File: src/rtl/riscv_mmio_timer_if.sv
// Data-memory port between the RISC-V core (master) and an MMIO responder (slave).
// Signal names follow the responder's view: _i driven by the core, _o returned to it.
interface riscv_mmio_timer_if;
  logic [31:0] daddr_i;
  logic [31:0] dwdata_i;
  logic [1:0]  dsize_i;
  logic        drd_i;
  logic        dwr_i;
  logic [31:0] drdata_o;
  logic        dhit_o;

  modport master (
    output daddr_i, dwdata_i, dsize_i, drd_i, dwr_i,
    input  drdata_o, dhit_o
  );

  modport slave (
    input  daddr_i, dwdata_i, dsize_i, drd_i, dwr_i,
    output drdata_o, dhit_o
  );
endinterface

File: src/rtl/riscv_mmio_timer.sv
// MMIO timer: 16-byte window (CTRL/COUNT/CMP/STATUS), prescaled 32-bit counter, match/overflow irq.
// Optional one-shot mode (CTRL bit3) is built only when RISCV_TIMER_ONESHOT_EN is defined.
module riscv_mmio_timer #(
  parameter logic [31:0] BASE_ADDR  = 32'h0001_0000,
  parameter int          PRESCALE_W = 16
) (
  input  logic               clk_i,
  input  logic               reset_i,
  riscv_mmio_timer_if.slave  dbus,
  output logic               irq_o
);

  localparam logic [1:0] REG_CTRL   = 2'd0;
  localparam logic [1:0] REG_COUNT  = 2'd1;
  localparam logic [1:0] REG_CMP    = 2'd2;
  localparam logic [1:0] REG_STATUS = 2'd3;

  logic                  en_q, en_d;
  logic                  auto_q, auto_d;
  logic                  irqen_q, irqen_d;
`ifdef RISCV_TIMER_ONESHOT_EN
  logic                  oneshot_q, oneshot_d;
`endif
  logic [PRESCALE_W-1:0] prescale_q, prescale_d;
  logic [PRESCALE_W-1:0] presc_q, presc_d;
  logic [31:0]           count_q, count_d;
  logic [31:0]           cmp_q, cmp_d;
  logic                  match_q, match_d;
  logic                  ovf_q, ovf_d;
  logic [31:0]           drdata_q, drdata_d;
  logic                  dhit_q, dhit_d;

  logic        hit;
  logic [1:0]  sel;
  logic [3:0]  be;
  logic [31:0] wmask;
  logic        wr_any, wr_ctrl, wr_count, wr_cmp, wr_status;
  logic        rd_hit;
  logic [31:0] ctrl_rd, rd_word;
  logic        tick, cnt_eq_cmp, cnt_max, set_match, set_ovf;
  logic [31:0] count_hw;

  assign hit = (dbus.daddr_i[31:4] == BASE_ADDR[31:4]);
  assign sel = dbus.daddr_i[3:2];

  // Misaligned half/word accesses and the reserved size produce no lane enables.
  always_comb begin
    be = 4'b0000;
    case (dbus.dsize_i)
      2'd0:    be[dbus.daddr_i[1:0]] = 1'b1;
      2'd1:    if (!dbus.daddr_i[0]) be = dbus.daddr_i[1] ? 4'b1100 : 4'b0011;
      2'd2:    if (dbus.daddr_i[1:0] == 2'b00) be = 4'b1111;
      default: be = 4'b0000;
    endcase
  end

  assign wmask = {{8{be[3]}}, {8{be[2]}}, {8{be[1]}}, {8{be[0]}}};

  assign wr_any    = dbus.dwr_i & hit & (|be);
  assign wr_ctrl   = wr_any & (sel == REG_CTRL);
  assign wr_count  = wr_any & (sel == REG_COUNT);
  assign wr_cmp    = wr_any & (sel == REG_CMP);
  assign wr_status = wr_any & (sel == REG_STATUS);
  assign rd_hit    = dbus.drd_i & hit;

  assign tick       = en_q & (presc_q == prescale_q);
  assign cnt_eq_cmp = (count_q == cmp_q);
  assign cnt_max    = &count_q;
  assign set_match  = tick & cnt_eq_cmp;
  assign set_ovf    = tick & ~cnt_eq_cmp & cnt_max;

  always_comb begin
    ctrl_rd    = '0;
    ctrl_rd[0] = en_q;
    ctrl_rd[1] = auto_q;
    ctrl_rd[2] = irqen_q;
`ifdef RISCV_TIMER_ONESHOT_EN
    ctrl_rd[3] = oneshot_q;
`endif
    ctrl_rd[16 +: PRESCALE_W] = prescale_q;
  end

  always_comb begin
    rd_word = '0;
    case (sel)
      REG_CTRL:   rd_word = ctrl_rd;
      REG_COUNT:  rd_word = count_q;
      REG_CMP:    rd_word = cmp_q;
      REG_STATUS: rd_word = {30'd0, ovf_q, match_q};
      default:    rd_word = '0;
    endcase
  end

  always_comb begin
    count_hw = count_q;
    if (tick) begin
      if (cnt_eq_cmp)   count_hw = auto_q ? 32'd0 : count_q + 32'd1;
      else if (cnt_max) count_hw = 32'd0;
      else              count_hw = count_q + 32'd1;
    end
  end

  // Bus writes override the hardware update lane by lane; flag sets use the pre-write COUNT.
  always_comb begin
    count_d = wr_count ? ((count_hw & ~wmask) | (dbus.dwdata_i & wmask)) : count_hw;
    cmp_d   = wr_cmp ? ((cmp_q & ~wmask) | (dbus.dwdata_i & wmask)) : cmp_q;

    match_d = set_match | (match_q & ~(wr_status & be[0] & dbus.dwdata_i[0]));
    ovf_d   = set_ovf   | (ovf_q   & ~(wr_status & be[0] & dbus.dwdata_i[1]));

    presc_d = presc_q;
    if (wr_ctrl)   presc_d = '0;
    else if (en_q) presc_d = tick ? '0 : presc_q + 1'b1;

    en_d    = en_q;
    auto_d  = auto_q;
    irqen_d = irqen_q;
`ifdef RISCV_TIMER_ONESHOT_EN
    oneshot_d = oneshot_q;
    if (set_match & oneshot_q) en_d = 1'b0;
`endif
    if (wr_ctrl & be[0]) begin
      en_d    = dbus.dwdata_i[0];
      auto_d  = dbus.dwdata_i[1];
      irqen_d = dbus.dwdata_i[2];
`ifdef RISCV_TIMER_ONESHOT_EN
      oneshot_d = dbus.dwdata_i[3];
`endif
    end

    prescale_d = prescale_q;
    for (int i = 0; i < PRESCALE_W; i++) begin
      if (wr_ctrl & wmask[16+i]) prescale_d[i] = dbus.dwdata_i[16+i];
    end

    drdata_d = rd_hit ? rd_word : 32'd0;
    dhit_d   = rd_hit;
  end

  always_ff @(posedge clk_i) begin
    if (reset_i) begin
      en_q       <= 1'b0;
      auto_q     <= 1'b0;
      irqen_q    <= 1'b0;
`ifdef RISCV_TIMER_ONESHOT_EN
      oneshot_q  <= 1'b0;
`endif
      prescale_q <= '0;
      presc_q    <= '0;
      count_q    <= '0;
      cmp_q      <= '0;
      match_q    <= 1'b0;
      ovf_q      <= 1'b0;
      drdata_q   <= '0;
      dhit_q     <= 1'b0;
    end else begin
      en_q       <= en_d;
      auto_q     <= auto_d;
      irqen_q    <= irqen_d;
`ifdef RISCV_TIMER_ONESHOT_EN
      oneshot_q  <= oneshot_d;
`endif
      prescale_q <= prescale_d;
      presc_q    <= presc_d;
      count_q    <= count_d;
      cmp_q      <= cmp_d;
      match_q    <= match_d;
      ovf_q      <= ovf_d;
      drdata_q   <= drdata_d;
      dhit_q     <= dhit_d;
    end
  end

  assign dbus.drdata_o = drdata_q;
  assign dbus.dhit_o   = dhit_q;
  assign irq_o         = irqen_q & (match_q | ovf_q);

endmodule

File: src/flat_wrapper.sv
// flat-port wrapper written by rule: the top's interface ports become plain ports
module riscv_mmio_timer_flat 
#(
  parameter logic [31:0] BASE_ADDR  = 32'h0001_0000,
  parameter int          PRESCALE_W = 16
)
  (clk_i, reset_i, irq_o, dbus_daddr_i, dbus_dwdata_i, dbus_dsize_i, dbus_drd_i, dbus_dwr_i, dbus_drdata_o, dbus_dhit_o);
  riscv_mmio_timer_if dbus_i ();
  input  logic clk_i;
  input  logic reset_i;
  output logic irq_o;
  input wire logic [$bits(dbus_i.daddr_i)-1:0] dbus_daddr_i;
  input wire logic [$bits(dbus_i.dwdata_i)-1:0] dbus_dwdata_i;
  input wire logic [$bits(dbus_i.dsize_i)-1:0] dbus_dsize_i;
  input wire logic [$bits(dbus_i.drd_i)-1:0] dbus_drd_i;
  input wire logic [$bits(dbus_i.dwr_i)-1:0] dbus_dwr_i;
  output wire logic [$bits(dbus_i.drdata_o)-1:0] dbus_drdata_o;
  output wire logic [$bits(dbus_i.dhit_o)-1:0] dbus_dhit_o;
  assign dbus_i.daddr_i = dbus_daddr_i;
  assign dbus_i.dwdata_i = dbus_dwdata_i;
  assign dbus_i.dsize_i = dbus_dsize_i;
  assign dbus_i.drd_i = dbus_drd_i;
  assign dbus_i.dwr_i = dbus_dwr_i;
  assign dbus_drdata_o = dbus_i.drdata_o;
  assign dbus_dhit_o = dbus_i.dhit_o;
  riscv_mmio_timer #(.BASE_ADDR(BASE_ADDR), .PRESCALE_W(PRESCALE_W)) u_core (.clk_i(clk_i), .reset_i(reset_i), .dbus(dbus_i), .irq_o(irq_o));
endmodule
File: config.mk
export PLATFORM = sky130hd
export DESIGN_NAME = riscv_mmio_timer_flat
export DESIGN_NICKNAME = d
export VERILOG_FILES = /design/src/rtl/riscv_mmio_timer_if.sv /design/src/rtl/riscv_mmio_timer.sv /design/src/flat_wrapper.sv
export SDC_FILE = /design/constraint.sdc
export NUM_CORES = 1
export LEC_CHECK = 0
export ABC_AREA = 0
export CORE_MARGIN = 10
export CORE_UTILIZATION = 45
export DETAILED_ROUTE_END_ITERATION = 12
export PLACE_DENSITY = 0.69
export SLEW_MARGIN = 25
export SYNTH_ARGS = -nofsm -noshare
export SYNTH_HDL_FRONTEND = slang
export SYNTH_SLANG_ARGS = --single-unit
File: constraint.sdc
create_clock -name clk_i -period 8 [get_ports clk_i]
set_input_delay 2 -clock clk_i [delete_from_list [all_inputs] [get_ports clk_i]]
set_output_delay 2 -clock clk_i [all_outputs]
set_load 0.05 [all_outputs]
### Yosys cells after proc, flatten, opt, wreduce, memory -nomap -nowiden

Cells that the tools add are included.

* register bits: 134
* bits of input ports: 70
* output and inout port bits: 34
* logic and storage cells: 78

* add/sub/neg operators: 2
* $lt $le $gt $ge: 2
* eq/ne operators: 8
* mux-type cells: 13
* bitwise logic cells: 33
* reductions and logical operators: 8

Operator list (number)
* two-way mux 32 bit: 5
* one-hot mux 32 bit (4 select lines): 1
* AND 32 bit: 3
* bitwise OR 32 bit: 2
* adder 32 x 1 -> 32 bit, second input constant: 1
* equality test 32 bit: 1
* inverter 32 bit: 1
* AND reduction 32 bit: 1
* equality test 28 x 13 -> 1 bit, second input constant: 1
* AND 1 bit: 20
* adder 16 x 1 -> 16 bit, second input constant: 1
* equality test 16 bit: 1
* two-way mux 16 bit: 1
* two-way mux 4 bit: 3
* one-hot mux 4 bit (3 select lines): 1
* equality test 2 bit, second input constant: 3
* zero test 2 bit: 3
* equality test 2 x 1 -> 1 bit, second input constant: 2
* inverter 1 bit: 4
* OR reduction 2 bit: 2
* OR reduction 4 bit: 1
* < comparator 2 x 3 -> 1 bit, second input constant: 1
* bitwise OR 1 bit: 3
* demux 1 bit (select 2 bit): 1
* 3 further kinds: 3

### Longest topological paths before layout

Gate-level depths: netlist of run 1.

* depth after elaboration: 13
* mapped depth: 9
* depth with buffers taken out: 6

### Least setup slack after synthesis of run 1

OpenSTA, ideal clock, no wires.

* path type: input to register
* start: in dbus_daddr_i[19]
* end: reg u_core.prescale_q[0]
* library setup time: 0.128 ns
* arrival: 4.384 ns
* required time: 7.872 ns
* setup slack: 3.488 ns
* stages on the path: 8
* buffers on the path: 2
* cells stage by stage: or4_4 or4b_1 buf_2 or4_4 buf_6 nor3_4 mux2i_1 nor2_1

* longest elaborated chain between the ends: 5

Ends and longest elaborated chain
* from (decl): RTL line flat_wrapper.sv:12 `input wire logic [$bits(dbus_i.daddr_i)-1:0] dbus_daddr_i;`
* equality test 28 x 13 -> 1 bit: RTL line riscv_mmio_timer.sv:43 `assign hit = (dbus.daddr_i[31:4] == BASE_ADDR[31:4]);`
* AND 1 bit (2 in a row): RTL line riscv_mmio_timer.sv:59 `assign wr_any = dbus.dwr_i & hit & (|be);`
* AND 1 bit: RTL line riscv_mmio_timer.sv:60 `assign wr_ctrl = wr_any & (sel == REG_CTRL);`
* AND 1 bit: RTL line riscv_mmio_timer.sv:133 `if (wr_ctrl & wmask[16+i]) prescale_d[i] = dbus.dwdata_i[16+i];`
* to (signal assigned): RTL line riscv_mmio_timer.sv:163 `prescale_q <= prescale_d;`
* to (decl): RTL line riscv_mmio_timer.sv:24 `logic [PRESCALE_W-1:0] prescale_q, prescale_d;`

No other way between the ends.
A chain may end at the register's enable or synchronous reset.

### Worst setup path after layout of run 1

* start: in dbus_daddr_i[19]
* end: reg u_core.prescale_q[7]

Same word-level chain as after synthesis.

==> results of run 1 <==
worst max-delay path: cells and delay by family:
kind | cells | cell delay [ns]
simple gates | 5 | 2.27
buf+inv | 1 | 0.40
mux | 1 | 0.25
cell usage after synthesis (4+ instances only):
cell | number | area, µm²
o211ai_1 | 6 | 45.04
a21oi_1 | 48 | 240.2
nand2b_1 | 4 | 25.02
o31ai_1 | 25 | 187.7
buf_1 | 4 | 15.01
xnor2_1 | 71 | 621.9
o21ai_1 | 4 | 20.02
clkbuf_1 | 46 | 172.7
a22oi_1 | 13 | 97.59
nand2_1 | 88 | 330.3
o21ai_0 | 10 | 50.05
dfxtp_1 | 134 | 2683
nor4_1 | 18 | 112.6
nor2_1 | 102 | 382.9
nand4_1 | 28 | 175.2
or4_1 | 5 | 37.54
and2_1 | 4 | 25.02
nor3_1 | 21 | 105.1
mux2i_1 | 45 | 450.4
inv_1 | 13 | 48.80
nor2b_1 | 6 | 37.54
xor2_1 | 17 | 148.9
and3_1 | 7 | 43.79
and4_1 | 6 | 52.55
nand3_1 | 41 | 205.2
stage by stage:
step | area [µm²] | util | std cells | worst slack (ns) | power [µW]
floorplan | 6675 | - | 804 | 3.488 | 707.8
detailed placement | 7825 | 0.5384 | 1049 | 2.944 | 757.8
CTS | 8383 | 0.5768 | 1080 | 3.358 | 1502
global placement | 7818 | 0.5379 | 1049 | 2.971 | 757.8
finish | 8383 | 0.5768 | 1080 | 3.344 | 1495
global route | 8383 | 0.5768 | 1080 | 3.247 | 1532
cell families after synthesis:
group,after synthesis
DFF,134
buffers and inverters,66
and+or+nand+nor,348
muxes,48
adders and majority gates,2
xor gates and xnor gates,88
AOI/OAI and AO/OA,118
worst min-delay path by stage:
stage                                      from                     to  depth (start not counted)
after floorplan           u_core.prescale_q[10]  u_core.prescale_q[10]                          2
after global placement                 register               register                          2
after detailed placement               register               register                          2
after CTS                              register               register                          2
after global routing                   register               register                          2
final                                  register               register                          2
power by group:
part	switching, µW	internal (µW)	total (µW)	leakage [µW]
Combinational	38.6	37.7	76.2	0.00134
Sequential	0.0000000849	668	668	0.00108
Clock	288	463	751	0.000270
area by class of cell:
| cell class | count | area, µm² | area share |
|---|---|---|---|
| Timing Repair Buffer | 114 | 1109 | 0.1322 |
| Sequential cell | 134 | 2683 | 0.3200 |
| Clock buffer | 22 | 454.2 | 0.05418 |
| Tap cell | 184 | 230.2 | 0.02746 |
| Clock inverter | 9 | 103.9 | 0.01239 |
| Inverter | 13 | 48.80 | 0.005821 |
| Multi-Input combinational cell | 604 | 3755 | 0.4479 |
layer usage:
metal  track usage  share of wire
met5             0              0
met4       0.08553          0.029
met3       0.04907          0.071
met2        0.3226           0.48
met1        0.2357           0.43
==> results.json, run 1 <==
{
  "portBuffers": 103,
  "cts.clk_slew.worst_paths_ns": 0.06,
  "die_h_um": 141.8,
  "h-tree-depth": 4,
  "cpMostUsedCell": "or4_4",
  "worst_pin_slew_ns": 0.9956,
  "power.leakage_uw": 0.002684,
  "drt-initial-drc-count": 516,
  "r2r_cells": 7,
  "wl_mm": 19.74,
  "hold_viol": 0,
  "synthMuxAreaShare": 0.07591,
  "period_share": 0.5820,
  "clkLatencyLatePin_ns": 0.43,
  "timing.hold.ws_ns": 0.4859,
  "final_common_cell": "dfxtp_1",
  "slew_headroom": 0.3338,
  "dp_hpwl_mm": 14.62,
  "synthArstFlopShare": 0,
  "grt_max_degree": 56,
  "die_x_um": 141.8,
  "ir_worst_vdd_v": 0.0001337,
  "power_per_cell_area_mw_per_mm2": 178.3,
  "die-area_mm2": 0.02011,
  "clk_path_buf_depth": 2,
  "antenna_found_initial": 0,
  "ys_ff_latch": 134,
  "setup_viol": 0,
  "finClkSkew_ns": 0.009418,
  "critPathMaxFanout": 8,
  "synth_edf_count": 0,
  "drv_cap": 0,
  "track_usage": 0.1957,
  "ys_warn_count": 0,
  "slew_violations": 0,
  "critPathMaxStageDelay_ns": 0.65,
  "drive_above_1_share": 0.06138,
  "vias": 6102,
  "crit_end": "u_core.prescale_q[7]",
  "synthSimpleGateAreaFrac": 0.2542,
  "numCtsBuffers": 17,
  "r2r-start": "u_core.count_q[18]",
  "gp_congestion": 0.9245,
  "cts_root_buf": "clkbuf_16",
  "synth_fa_ha_area_frac": 0.003749,
  "fin_nets": 956,
  "fill_cells": 1292,
  "drc_errors": 0,
  "firstDrtPassIters": 5,
  "critPathArrivalTime_ns": 4.94,
  "synthCells": 804,
  "post-route-min-period_ns": 4.656,
  "cts_resized": 0,
  "synth_top_family_by_area": "simple AND/OR/NAND/NOR gates",
  "crit_required_ns": 8.28,
  "r2r_setup_slack_ns": 4.75,
  "rsz0062_at_grt": "no",
  "path_cells": "clkdlybuf4s50_1 > or4_4 > or4b_1 > or4_4 > nor3_4 > mux2i_1 > nor2_1",
  "critPathLaunch": "dbus_daddr_i[19]",
  "grt_overflow_total": 0,
  "wl_per_cell_um": 18.28,
  "cts_hold_buf": 0,
  "hp-class": "register to register",
  "synthToLayoutAreaGrowth_pct": 25.59,
  "dominantRegCellSynth": "dfxtp_1",
  "final_cell_mix": "dfxtp_1, nor2_1, clkdlybuf4s50_1, nand2_1, xnor2_1",
  "core-area_mm2": 0.01453,
  "critPathCaptureType": "register",
  "synth_compound_area_frac": 0.1102,
  "r2r-end": "u_core.count_q[19]",
  "syn_nets": 876,
  "start_util": 0.4593,
  "avgViaCountPerCell": 5.650,
  "synth_xor_area_frac": 0.1155,
  "antenna_cells": 0,
  "tns_ns": 0,
  "cts_tree": "yes",
  "seq_area_frac_synth": 0.4019,
  "cts.sinks": 134,
  "placementRows": 44,
  "avgSynthCellArea_um2": 8.302,
  "path_class": "primary input to register",
  "ioPinCount": 104,
  "grt_pass1_wl_mm": 31.60,
  "syn_area_mm2": 0.006675,
  "fmax_mhz": 214.8,
  "outcome": "finished clean",
  "drtAntennaViolNets": 0,
  "postCtsSetupRepairBufs": 0,
  "post_synth_num_cell_types": 51,
  "crit_slowest_cell": "or4b_1",
  "cp-start-kind": "primary input",
  "grt_pass1_vias": 6064
}
Power figures use the tool's default switching activity.
==> run 2: changes to the inputs <==
--- a/config.mk
+++ b/config.mk
@@ -9,7 +9,7 @@
 export CORE_MARGIN = 10
 export CORE_UTILIZATION = 45
 export DETAILED_ROUTE_END_ITERATION = 12
-export PLACE_DENSITY = 0.69
+export PLACE_DENSITY = 0.71
 export SLEW_MARGIN = 25
 export SYNTH_ARGS = -nofsm -noshare
 export SYNTH_HDL_FRONTEND = slang
==> constraint.sdc (replaced) <==
create_clock -name clk_i -period 3.9 [get_ports clk_i]
set_input_delay 0.975 -clock clk_i [delete_from_list [all_inputs] [get_ports clk_i]]
set_output_delay 0.975 -clock clk_i [all_outputs]
set_load 0.05 [all_outputs]
==> run 2 against run 1 <==
Against the previous run: largest power group unchanged; first-iteration DRC count rose by 0.58%; final cell count grew 1.5%; critical path type unchanged; hold slack improved by 0.0039 ns; via count grew 3.0%; combinational power increased by 110%.
==> results.json, run 2 (synthesis gave the netlist of run 1 again) <==
{
  "outcome": "finished clean",
  "slew_headroom": 0.5786,
  "power_switching_uw": 678.0,
  "critPathTopFamily": "simple AND/OR/NAND/NOR gates",
  "cpMostUsedCell": "or4_4",
  "drv_cap": 0,
  "setup_viol": 0,
  "drive_above_1_share": 0.08114,
  "wl_met1_mm": 8.385,
  "crit_slowest_cell": "or4b_1",
  "crit_required_ns": 4.19,
  "cts.clk_slew.worst_paths_ns": 0.06,
  "critPathMaxStageDelay_ns": 0.57,
  "power_uw": 3097,
  "cts_resized": 0,
  "crit_buf_inv": 1,
  "finClkSkew_ns": 0.006099,
  "period_share": 0.8637,
  "die-area_mm2": 0.02011,
  "placementRows": 44,
  "power_frac_seq": 0.442,
  "hp-class": "register to register",
  "pwr-share-clk": 0.505,
  "power.leakage_uw": 0.002776,
  "place_inst": 1066,
  "wl_met2_mm": 9.567,
  "antenna_cells": 0,
  "ioPinCount": 104,
  "path_class": "primary input to register",
  "cts_hold_buf": 0,
  "critPathMaxFanout": 8,
  "antenna_found_initial": 0,
  "r2r-start": "u_core.count_q[18]",
  "core-area_mm2": 0.01453,
  "cts.sinks": 134,
  "portBuffers": 103,
  "ir_worst_vdd_v": 0.0003072,
  "final_common_cell": "dfxtp_1",
  "clkLatencyLatePin_ns": 0.43,
  "numCtsBuffers": 17,
  "critPathCaptureType": "register",
  "wl_per_cell_um": 18.39,
  "start_util": 0.4593,
  "avgViaCountPerCell": 5.733,
  "pwr-share-comb": 0.053,
  "wl_met3_mm": 1.409,
  "cts_root_buf": "clkbuf_16",
  "critPathArrivalTime_ns": 3.66,
  "track_usage": 0.1999,
  "vias": 6283,
  "h-tree-depth": 4,
  "timing.hold.ws_ns": 0.4898,
  "clk_path_buf_depth": 2,
  "crit_cells": 7,
  "top_layer": "met4",
  "tns_ns": 0,
  "drtAntennaViolNets": 0,
  "cp-start-kind": "primary input",
  "fmax_mhz": 296.9,
  "path_cells": "clkdlybuf4s50_1 > or4_4 > or4b_1 > or4_4 > nor2_4 > mux2i_1 > nor2_1",
  "drt-initial-drc-count": 519,
  "slew_violations": 0,
  "p_sw_frac": 0.2190,
  "grt_pass1_wl_mm": 32.26,
  "final_cell_mix": "dfxtp_1, nor2_1, clkdlybuf4s50_1, nand2_1, xnor2_1",
  "placed_area_mm2": 0.007958,
  "wl_mm": 20.16,
  "r2r_setup_slack_ns": 0.88,
  "finalNonFillerCells": 1096,
  "fin_nets": 973,
  "critPathLaunch": "dbus_daddr_i[19]",
  "firstDrtPassIters": 5,
  "p_int_uw": 2419,
  "worst_pin_slew_ns": 0.6321,
  "fin_area_mm2": 0.008537,
  "r2r_cells": 7,
  "grt_max_degree": 55,
  "dp_hpwl_mm": 14.86,
  "power_per_cell_area_mw_per_mm2": 362.7,
  "rsz0062_at_grt": "no",
  "synthToLayoutAreaGrowth_pct": 27.89,
  "post-route-min-period_ns": 3.368,
  "die_x_um": 141.8,
  "grt_pass1_vias": 6195,
  "die_h_um": 141.8,
  "gp_congestion": 0.9441,
  "hold_viol": 0,
  "drc_errors": 0,
  "grt_overflow_total": 0,
  "r2r-end": "u_core.count_q[8]",
  "cts_tree": "yes",
  "postCtsSetupRepairBufs": 0
}
run 2: cell types whose count changed in the layout (fill, tap and decap cells not counted), moves of 2 or more:
cell / previous run / this run
clkinv_2: 4 / 2
clkinvlp_4: 2 / 4
clkbuf_8: 1 / 6
buf_4: 11 / 27
clkbuf_1: 4 / 0
run 2: power by group through the flow:
stage,sequential [µW],clock [µW],combinational [µW]
floorplan,1400,0,52.9
global placement,1400,0,161
detailed placement,1400,0,161
CTS,1370,1570,162
global route,1370,1630,172
finish,1370,1560,163
run 2: per-stage QoR:
step	util	worst slack (ns)
2_1_floorplan	-	0.4131
3_3_place_gp	0.5475	0.1466
3_5_place_dp	0.5475	0.1296
4_1_cts	0.5873	0.5629
5_1_grt	0.5874	0.4290
6_report	0.5874	0.5316
run 2: cell type report:
class	count	area [µm²]
fillers	1340	5997
multi-input cells	604	3749
flip-flops and latches	134	2683
repair buffers	131	1249
clock buffers	23	508.0
well taps	184	230.2
clock inverters	7	70.07
inverters	13	48.80
run 2: worst reg2reg max path, stage by stage (launching register included):
cell and delay (ns):
dfxtp_1 0.50, nand4_1 0.21, or2_2 0.36, or4_1 0.59, a211o_1 0.36, a21oi_2 0.38
buf_4 0.35, o21ai_0 0.14
run 2: worst min-delay path by stage:
stage,from,endpoint,slack (ns),depth (start not counted)
3_5_place_dp,register,register,0.48,2
2_1_floorplan,u_core.prescale_q[10],u_core.prescale_q[10],0.46,2
3_3_place_gp,register,register,0.47,2
6_report,register,register,0.49,2
5_1_grt,register,register,0.51,2
4_1_cts,register,register,0.49,2
run 2: routing by layer:
metal / vias up / GRT usage
li1: 3008 / -
met1: 2946 / 0.2328
met2: 270 / 0.3285
met3: 59 / 0.05407
met4: 0 / 0.1049
met5: - / 0
